[config.mk]
export PLATFORM = sky130hd
export DESIGN_NAME = microsequencer_flat
export DESIGN_NICKNAME = d
export VERILOG_FILES = /design/src/rtl/microsequencer_if.sv /design/src/rtl/microsequencer.sv /design/src/flat_wrapper.sv
export SDC_FILE = /design/constraint.sdc
export NUM_CORES = 1
export LEC_CHECK = 0
export ABC_AREA = 1
export CAP_MARGIN = 20
export CORE_UTILIZATION = 50
export CTS_CLUSTER_SIZE = 20
export DETAILED_ROUTE_END_ITERATION = 12
export PLACE_DENSITY = 0.7
export SETUP_SLACK_MARGIN = 0.15
export SYNTH_ARGS = -nofsm -noshare
export SYNTH_HDL_FRONTEND = slang
export SYNTH_SLANG_ARGS = --single-unit
[constraint.sdc]
create_clock -name clk -period 3.61 [get_ports clk]
set_clock_uncertainty 0.05 [all_clocks]
set_input_delay 0.5415 -clock clk [delete_from_list [all_inputs] [get_ports clk]]
set_output_delay 0.5415 -clock clk [all_outputs]
set_load 0.02 [all_outputs]
[src/rtl/microsequencer_if.sv]
// Control-word, status and address bundle between the microstore
// front end and the microsequencer.
interface microsequencer_if;
    logic [2:0] n_sel;
    logic       inv;
    logic [1:0] cond_sel;
    logic [9:0] cr_addr;
    logic [3:0] cond_in;
    logic [9:0] enc_state;
    logic       stall;
    logic [9:0] next_state;
    logic       illegal;
    logic       stack_err;

    modport master (
        output n_sel, inv, cond_sel, cr_addr, cond_in, enc_state, stall,
        input  next_state, illegal, stack_err
    );

    modport slave (
        input  n_sel, inv, cond_sel, cr_addr, cond_in, enc_state, stall,
        output next_state, illegal, stack_err
    );
endinterface

[src/rtl/microsequencer.sv]
// Next-address microsequencer: branch/condition select, LIFO call
// stack with overflow/underflow tracking and illegal-address trap.
module microsequencer #(
    parameter int NUM_STATES  = 50,
    parameter int STACK_DEPTH = 4
) (
    input  logic clk,
    input  logic reset,
    microsequencer_if.slave bus
);
    localparam int CW = $clog2(STACK_DEPTH + 1);
    localparam int PW = (STACK_DEPTH > 1) ? $clog2(STACK_DEPTH) : 1;
    localparam logic [CW-1:0] FULL = CW'(STACK_DEPTH);

    logic [9:0]    state_q, state_d;
    logic [9:0]    stack_q [STACK_DEPTH];
    logic [9:0]    stack_d [STACK_DEPTH];
    logic [CW-1:0] cnt_q, cnt_d;
    logic          illegal_q, illegal_d;
    logic          stack_err_q, stack_err_d;
    logic          cond;
    logic [9:0]    inc;
    logic [9:0]    target;
    logic [CW-1:0] top;

    always_comb begin
        cond        = bus.cond_in[bus.cond_sel] ^ bus.inv;
        inc         = state_q + 10'd1;
        top         = cnt_q - CW'(1);
        target      = '0;
        state_d     = state_q;
        stack_d     = stack_q;
        cnt_d       = cnt_q;
        illegal_d   = illegal_q;
        stack_err_d = stack_err_q;
        if (!bus.stall) begin
            unique case (bus.n_sel)
                3'b000: target = bus.enc_state;
                3'b001: target = '0;
                3'b010: target = bus.cr_addr;
                3'b011: target = inc;
                3'b100: target = cond ? bus.cr_addr : inc;
                3'b101: target = cond ? bus.cr_addr : bus.enc_state;
                3'b110: begin
                    target = bus.cr_addr;
                    // Full stack: slide everything down, losing the oldest.
                    if (cnt_q == FULL) begin
                        for (int i = 0; i < STACK_DEPTH - 1; i++)
                            stack_d[i] = stack_q[i+1];
                        stack_d[STACK_DEPTH-1] = inc;
                        stack_err_d = 1'b1;
                    end else begin
                        stack_d[cnt_q[PW-1:0]] = inc;
                        cnt_d = cnt_q + CW'(1);
                    end
                end
                3'b111: begin
                    if (cnt_q == '0) begin
                        target      = '0;
                        stack_err_d = 1'b1;
                    end else begin
                        target = stack_q[top[PW-1:0]];
                        cnt_d  = top;
                    end
                end
            endcase
            if ({1'b0, target} >= 11'(NUM_STATES)) begin
                target    = '0;
                illegal_d = 1'b1;
            end
            state_d = target;
        end
    end

    always_ff @(posedge clk) begin
        if (reset) begin
            state_q     <= '0;
            cnt_q       <= '0;
            illegal_q   <= 1'b0;
            stack_err_q <= 1'b0;
        end else begin
            state_q     <= state_d;
            cnt_q       <= cnt_d;
            illegal_q   <= illegal_d;
            stack_err_q <= stack_err_d;
        end
    end

    always_ff @(posedge clk) begin
        stack_q <= stack_d;
    end

    assign bus.next_state = state_q;
    assign bus.illegal    = illegal_q;
    assign bus.stack_err  = stack_err_q;
endmodule
[src/flat_wrapper.sv]
// flat-port wrapper written by rule: the top's interface ports become plain ports
module microsequencer_flat 
#(
    parameter int NUM_STATES  = 50,
    parameter int STACK_DEPTH = 4
)
  (clk, reset, bus_n_sel, bus_inv, bus_cond_sel, bus_cr_addr, bus_cond_in, bus_enc_state, bus_stall, bus_next_state, bus_illegal, bus_stack_err);
  microsequencer_if bus_i ();
  input  logic clk;
  input  logic reset;
  input wire logic [$bits(bus_i.n_sel)-1:0] bus_n_sel;
  input wire logic [$bits(bus_i.inv)-1:0] bus_inv;
  input wire logic [$bits(bus_i.cond_sel)-1:0] bus_cond_sel;
  input wire logic [$bits(bus_i.cr_addr)-1:0] bus_cr_addr;
  input wire logic [$bits(bus_i.cond_in)-1:0] bus_cond_in;
  input wire logic [$bits(bus_i.enc_state)-1:0] bus_enc_state;
  input wire logic [$bits(bus_i.stall)-1:0] bus_stall;
  output wire logic [$bits(bus_i.next_state)-1:0] bus_next_state;
  output wire logic [$bits(bus_i.illegal)-1:0] bus_illegal;
  output wire logic [$bits(bus_i.stack_err)-1:0] bus_stack_err;
  assign bus_i.n_sel = bus_n_sel;
  assign bus_i.inv = bus_inv;
  assign bus_i.cond_sel = bus_cond_sel;
  assign bus_i.cr_addr = bus_cr_addr;
  assign bus_i.cond_in = bus_cond_in;
  assign bus_i.enc_state = bus_enc_state;
  assign bus_i.stall = bus_stall;
  assign bus_next_state = bus_i.next_state;
  assign bus_illegal = bus_i.illegal;
  assign bus_stack_err = bus_i.stack_err;
  microsequencer #(.NUM_STATES(NUM_STATES), .STACK_DEPTH(STACK_DEPTH)) u_core (.clk(clk), .reset(reset), .bus(bus_i));
endmodule
==> results.toml, run 1 <==
[global_route]
antenna_found_initial = 0
gr-total-overflow = 0
grt_max_degree = 20
grtUsageTotal = 0.2739
grt_pass1_wl_um = 14920
grt_pass1_vias = 2991

[yosys]
netlist_area_um2 = 3366
ys_seq_elements = 55
synth_cell_types = 33
async_flop_share = 0
synth_edf_count = 40
yosysWarnings = 0
yosysMostFrequentCell = "nand2_1"
yosys.area.top_type_share = 0.3569
seq_area_frac_synth = 0.4461
synthTopCellsByArea = "edfxtp_1 36%, nand2_1 11%, dfxtp_1 8.9%, inv_1 7.1%, o21ai_0 5.9%"
synth_top_flop_cell = "edfxtp_1"
synthTopCellsByCount = "100 x nand2_1, 64 x inv_1, 41 x nor2_1"
syn_inst = 439
syn-num-nets = 480
synth_area_leader_cell = "edfxtp_1"
avgSynthCellArea_um2 = 7.667

[clocking]
clockRootBuffer = "clkbuf_8"
htree_levels = 2
clkTransAtPathRegs_ns = 0.09
clock_path_buffers = 2
clkLatencyLatePin_ns = 0.32
cts-buffers-inserted = 5
holdBufCountCts = 0
postCtsSetupRepairBufs = 0
cts_tree = "done"
cts_resized = 0
cts_num_sinks = 55

[pwr]
vdd_ir_drop_max_mv = 0.2367
p_clk_frac = 0.305
power_uw = 1369
comb_power_share = 0.187
p_switching_uw = 374.4
p_per_area_nw_per_um2 = 339.5
power_frac_seq = 0.508
power.share.switching = 0.2735
intPower_uw = 994.5
leakagePower_uw = 0.001629

[sta]
timing.final.crit_share = 0.6926
max_freq_mhz = 399.9
hold_viol = 0
setup_violations = 0
grt_setup_unrepaired = "false"
slew_violations = 0
tightest_slew_ns = 0.5465
relSlewSlack = 0.6343
final.setup.tns_ns = 0
min_period_ns = 2.500

[worst_setup_path]
cp_num_buf_inv = 2
crit_path_max_fanout = 15
crit_chain = "inv_2 -> ha_1 -> clkinv_1 -> o21ai_0 -> nand4_1 -> nand3_1 -> nand3_1 -> nor2_1 -> nand3_1 -> nand2_1 -> nand2_2 -> nand2_4 -> nand2_4 -> nor2_2"
required_ns = 3.82
cp_slowest_cell = "dfxtp_1"
end_kind = "flop"
cp_top_family = "simple AND/OR/NAND/NOR gates"
max_stage_delay_ns = 0.36
path_common_cell = "nand3_1"
crit_type = "reg -> reg"
worstPathArrival_ns = 2.71
cp-start-kind = "flop"

[placement]
dp_hpwl_um = 6888
place_congestion = 0.9489
io_buffers = 44

[floorplanning]
row_count = 29
die_w_um = 84.05
die-area_um2 = 7064
ioPinCount = 45
die_y_um = 84.05
coreArea_um2 = 6422
initial_core_util = 0.5241

[routing]
num_vias = 3091
drt-initial-drc-count = 318
routed_wl_um = 9021
drtPass1Iterations = 5
vias_per_cell = 5.451
routedWlPerCell_um = 15.91
ant_nets = 0
drc = 0

[cells_and_area]
nets = 530
area_growth_pct = 19.81
diodes = 0
layout-drive-gt1-share = 0.1000

[run_status]
status = "complete, no violations"

[hold_path]
hold_path.class = "reg -> reg"

[run]
maxCapViolCount = 0
==> placed cells by master, fill, tap and decap left out <==
cell             instances
nand2_1                100
inv_1                   64
clkdlybuf4s50_1         44
nor2_1                  41
o21ai_0                 40
edfxtp_1                40
nand3_1                 34
a21oi_1                 19
dfxtp_1                 15
o22ai_1                 14
buf_4                   11
ha_1                     8
nand4_1                  6
nor2_2                   6
inv_2                    5
nand2_2                  5
clkbuf_8                 5
o21ai_1                  4
o211ai_1                 4
xor2_1                   3
nor2_4                   3
nand2_4                  3
or2_2                    3
nand3_2                  2
nand3_4                  1
clkinv_1                 1
nor3_2                   1
nor4_1                   1
nor3_1                   1
o221a_2                  1
a21oi_2                  1
a211oi_1                 1
bufinv_16                1
inv_6                    1
clkbuf_1                 1
==> power by group through the flow <==
stage / clock network [uW] / logic, uW / registers [uW]
6_report: 418 / 256 / 696
2_1_floorplan: 0 / 148 / 714
4_1_cts: 424 / 254 / 695
5_1_grt: 447 / 284 / 697
3_3_place_gp: 0 / 251 / 709
3_5_place_dp: 0 / 253 / 710
==> routing by layer <==
| metal | wire length, um | vias to the layer above | GRT usage | share of wire |
|---|---|---|---|---|
| met5 | 0 | - | 0 | 0 |
| met4 | 123 | 0 | 0.07367 | 0.014 |
| met3 | 693 | 7 | 0.04847 | 0.077 |
| met2 | 4058 | 118 | 0.4329 | 0.45 |
| met1 | 4145 | 1420 | 0.3874 | 0.46 |
| li1 | - | 1546 | - | - |
==> sequential cells by signal, summed over array words and instances, names as in the netlist <==
signal                 cells
u_core.bus.next_state     10
u_core.bus.stack_err       1
u_core.stack_q            40
u_core.bus.illegal         1
u_core.cnt_q               3
==> worst paths after layout <==
kind | end | slack [ns] | depth (start not counted) | start
setup reg to reg | u_core.bus.next_state[3] | 1.11 | 14 | u_core.cnt_q[0]
setup / recovery | u_core.bus.next_state[3] | 1.11 | 14 | u_core.cnt_q[0]
hold / removal | u_core.bus.stack_err | 0.41 | 2 | u_core.bus.stack_err
hold reg to reg | u_core.bus.stack_err | 0.41 | 2 | u_core.bus.stack_err
==> layout make-up <==
| cell class | count | area (um2) |
|---|---|---|
| Clock buffer | 6 | 72.57 |
| Clock inverter | 2 | 38.79 |
| Inverter | 70 | 262.8 |
| Fill cell | 594 | 2390 |
| Multi-Input combinational cell | 302 | 1538 |
| Sequential cell | 55 | 1501 |
| Timing Repair Buffer | 55 | 523.0 |
| Tap cell | 77 | 96.34 |
==> cell families (layout without fill, tap and decap cells) <==
group | Yosys count | count (layout) | share of synthesized area
AND/OR/NAND/NOR | 207 | 207 | 0.2825
AO/OA/AOI/OAI | 84 | 84 | 0.1368
buffers and inverters | 82 | 133 | 0.09702
flip-flops | 55 | 55 | 0.4461
adder cells (fa/ha/maj) | 8 | 8 | 0.02974
XOR/XNOR | 3 | 3 | 0.007808
==> tightest hold or removal path: stages, from the launching register on <==
cell	delay (ns)
dfxtp_1	0.32
inv_1	0.05
a21oi_1	0.05
==> through the flow <==
step	worst slack, ns	std cells	util	hold slack, ns	cell area [um2]
3_3_place_gp	0.9424	559	0.6106	0.3882	3921
6_report	1.110	567	0.6279	0.4099	4033
3_5_place_dp	0.9042	559	0.6106	0.3956	3921
4_1_cts	1.135	567	0.6279	0.4100	4033
2_1_floorplan	1.124	439	-	0.4644	3366
5_1_grt	0.9437	567	0.6279	0.4479	4033
No activity file was read; power rests on OpenSTA's default activity.
==> inputs of run 2 (changes only) <==
Settings changed: PLACE_DENSITY 0.7 to 0.72.
Clock period 3.61 ns to 2.11 ns, I/O delays scaled along.
==> run 2 against run 1 <==
Hold slack improved by 0.0040 ns. Critical path type unchanged. Register-to-register slack worse by 1.0 ns. Clock power rose by 46%.
==> results.toml, run 2 (synthesized netlist as in run 1, its figures left out) <==
[run_status]
status = "complete, no violations"

[sta]
tightest_slew_ns = 0.4357
timing.final.crit_share = 0.9519
slew_violations = 0
finalWorstSetupSlack_ns = 0.1014
grt_setup_unrepaired = "true"
setup_violations = 0
relSlewSlack = 0.7068
hold_viol = 0
max_freq_mhz = 497.9
min_period_ns = 2.009

[worst_setup_path]
crit_type = "reg -> reg"
cp_num_buf_inv = 2
cp_top_family = "simple AND/OR/NAND/NOR gates"
path_common_cell = "nor2_2"
crit_path_max_fanout = 7
end_kind = "flop"
crit_chain = "inv_4 -> ha_4 -> buf_8 -> a21oi_2 -> o21ai_1 -> a21oi_2 -> nor3_2 -> nand3_1 -> nor2_2 -> nor2_2 -> nand2_2 -> nand2_2 -> nand2_4 -> nand2_4 -> nor2_2"
cp-start-kind = "flop"
max_stage_delay_ns = 0.36
cp_slowest_cell = "dfxtp_2"
worstPathArrival_ns = 2.21
required_ns = 2.31

[floorplanning]
die_y_um = 84.05
coreArea_um2 = 6422
initial_core_util = 0.5241
die-area_um2 = 7064
ioPinCount = 45
row_count = 29
die_w_um = 84.05

[cells_and_area]
nets = 588
mostFrequentLayoutCells = "86 x nand2_1, 63 x buf_4, 62 x inv_1"
top_register = "u_core.stack_q"
final_common_cell = "nand2_1"
diodes = 0
layout-drive-gt1-share = 0.2847
fin_cells = 625
final_area_um2 = 4741
area_growth_pct = 40.86
largest_reg_flops = 40

[placement]
dp_hpwl_um = 7100
place_inst = 603
io_buffers = 44
place_area_um2 = 4398
place_congestion = 0.9241
dp_slack_ns = -0.3394

[global_route]
busiest_layer = "met2"
use_met1 = 0.3788
grt_use_met2 = 0.4963
grtUsageTotal = 0.2825
grt_max_degree = 19
grtUsageMet3 = 0.03165
grt_pass1_vias = 3283
antenna_found_initial = 0
grt_pass1_wl_um = 15700
gr-total-overflow = 0

[clocking]
htree_levels = 2
clock_path_buffers = 2
clockRootBuffer = "clkbuf_8"
cts_num_sinks = 55
clkLatencyLatePin_ns = 0.31
clkTransAtPathRegs_ns = 0.10
holdBufCountCts = 0
cts_tree = "done"
cts-buffers-inserted = 5

[routing]
ant_nets = 0
num_vias = 3439
drt-initial-drc-count = 424
drc = 0
drtPass1Iterations = 6
vias_per_cell = 5.502
routed_wl_um = 9539
routedWlPerCell_um = 15.26

[pwr]
leakagePower_uw = 0.001954
p_per_area_nw_per_um2 = 501.7
vdd_ir_drop_max_mv = 0.3865

[run]
maxCapViolCount = 0

[hold_path]
hold_path.class = "reg -> reg"
[run 2: changes by cell type in the layout (fill, tap and decap cells not counted), moves of 5 or more]
| cell | previous run | this run |
|---|---|---|
| o21ai_1 | 4 | 10 |
| nand3_2 | 2 | 10 |
| nand2_1 | 100 | 86 |
| nand3_1 | 34 | 26 |
| o21ai_0 | 40 | 34 |
| a21oi_2 | 1 | 7 |
| nor2_1 | 41 | 36 |
| a21oi_1 | 19 | 11 |
| dfxtp_1 | 15 | 10 |
| buf_4 | 11 | 63 |
| nand2_2 | 5 | 19 |
[run 2: report_power, final]
group | switching [uW] | internal (uW) | leakage, uW
clock | 368 | 241 | 0.0000461
sequential | 15.8 | 1170 | 0.000503
combinational | 317 | 266 | 0.00140
total | 701 | 1680 | 0.00195
[run 2: per-layer routing]
metal / up-vias / wire length [um]
met5: - / 0
met4: 0 / 86
met3: 11 / 709
met2: 159 / 4684
met1: 1607 / 4059
li1: 1662 / -
[run 2: worst reg2reg max path, cell delays in order, from the launching register on]
cell,delay [ns]
dfxtp_2,0.36
inv_4,0.05
ha_4,0.30
buf_8,0.14
a21oi_2,0.04
o21ai_1,0.11
a21oi_2,0.08
nor3_2,0.11
nand3_1,0.10
nor2_2,0.16
nor2_2,0.07
nand2_2,0.08
nand2_2,0.06
nand2_4,0.09
nand2_4,0.07
nor2_2,0.09
[run 2: final timing paths]
check,start,endpoint,slack (ns),cells after the start
setup / recovery,u_core.cnt_q[1],u_core.bus.next_state[2],0.10,15
hold / removal,u_core.bus.stack_err,u_core.bus.stack_err,0.41,2
setup reg to reg,u_core.cnt_q[1],u_core.bus.next_state[2],0.10,15
hold reg to reg,u_core.bus.stack_err,u_core.bus.stack_err,0.41,2
[run 2: timing repair]
item                                    4_1_cts  5_1_grt
resized for setup                            28       23
endpoints found under the setup margin       26       28
buffers inserted                              8        6
pin swaps                                     8       10
endpoints found under the hold margin         0        0
[run 2: cell type report]
class	instances	area [um2]
inverter	70	275.3
fill	491	1682
sequential	55	1513
clock buffer	5	68.82
tap	77	96.34
multi-input combinational	302	1743
timing repair buffer	113	1021
clock inverter	3	23.77
[run 2: per-stage QoR]
step	setup TNS, ns	total power, uW	hold WS (ns)	util
floorplan	0	1501	0.3289	-
global placement	-1.696	1720	0.3908	0.6848
detailed placement	-2.224	1728	0.3990	0.6848
CTS	0	2345	0.4130	0.7228
global route	-0.04700	2479	0.4492	0.7382
finish	0	2378	0.4140	0.7382
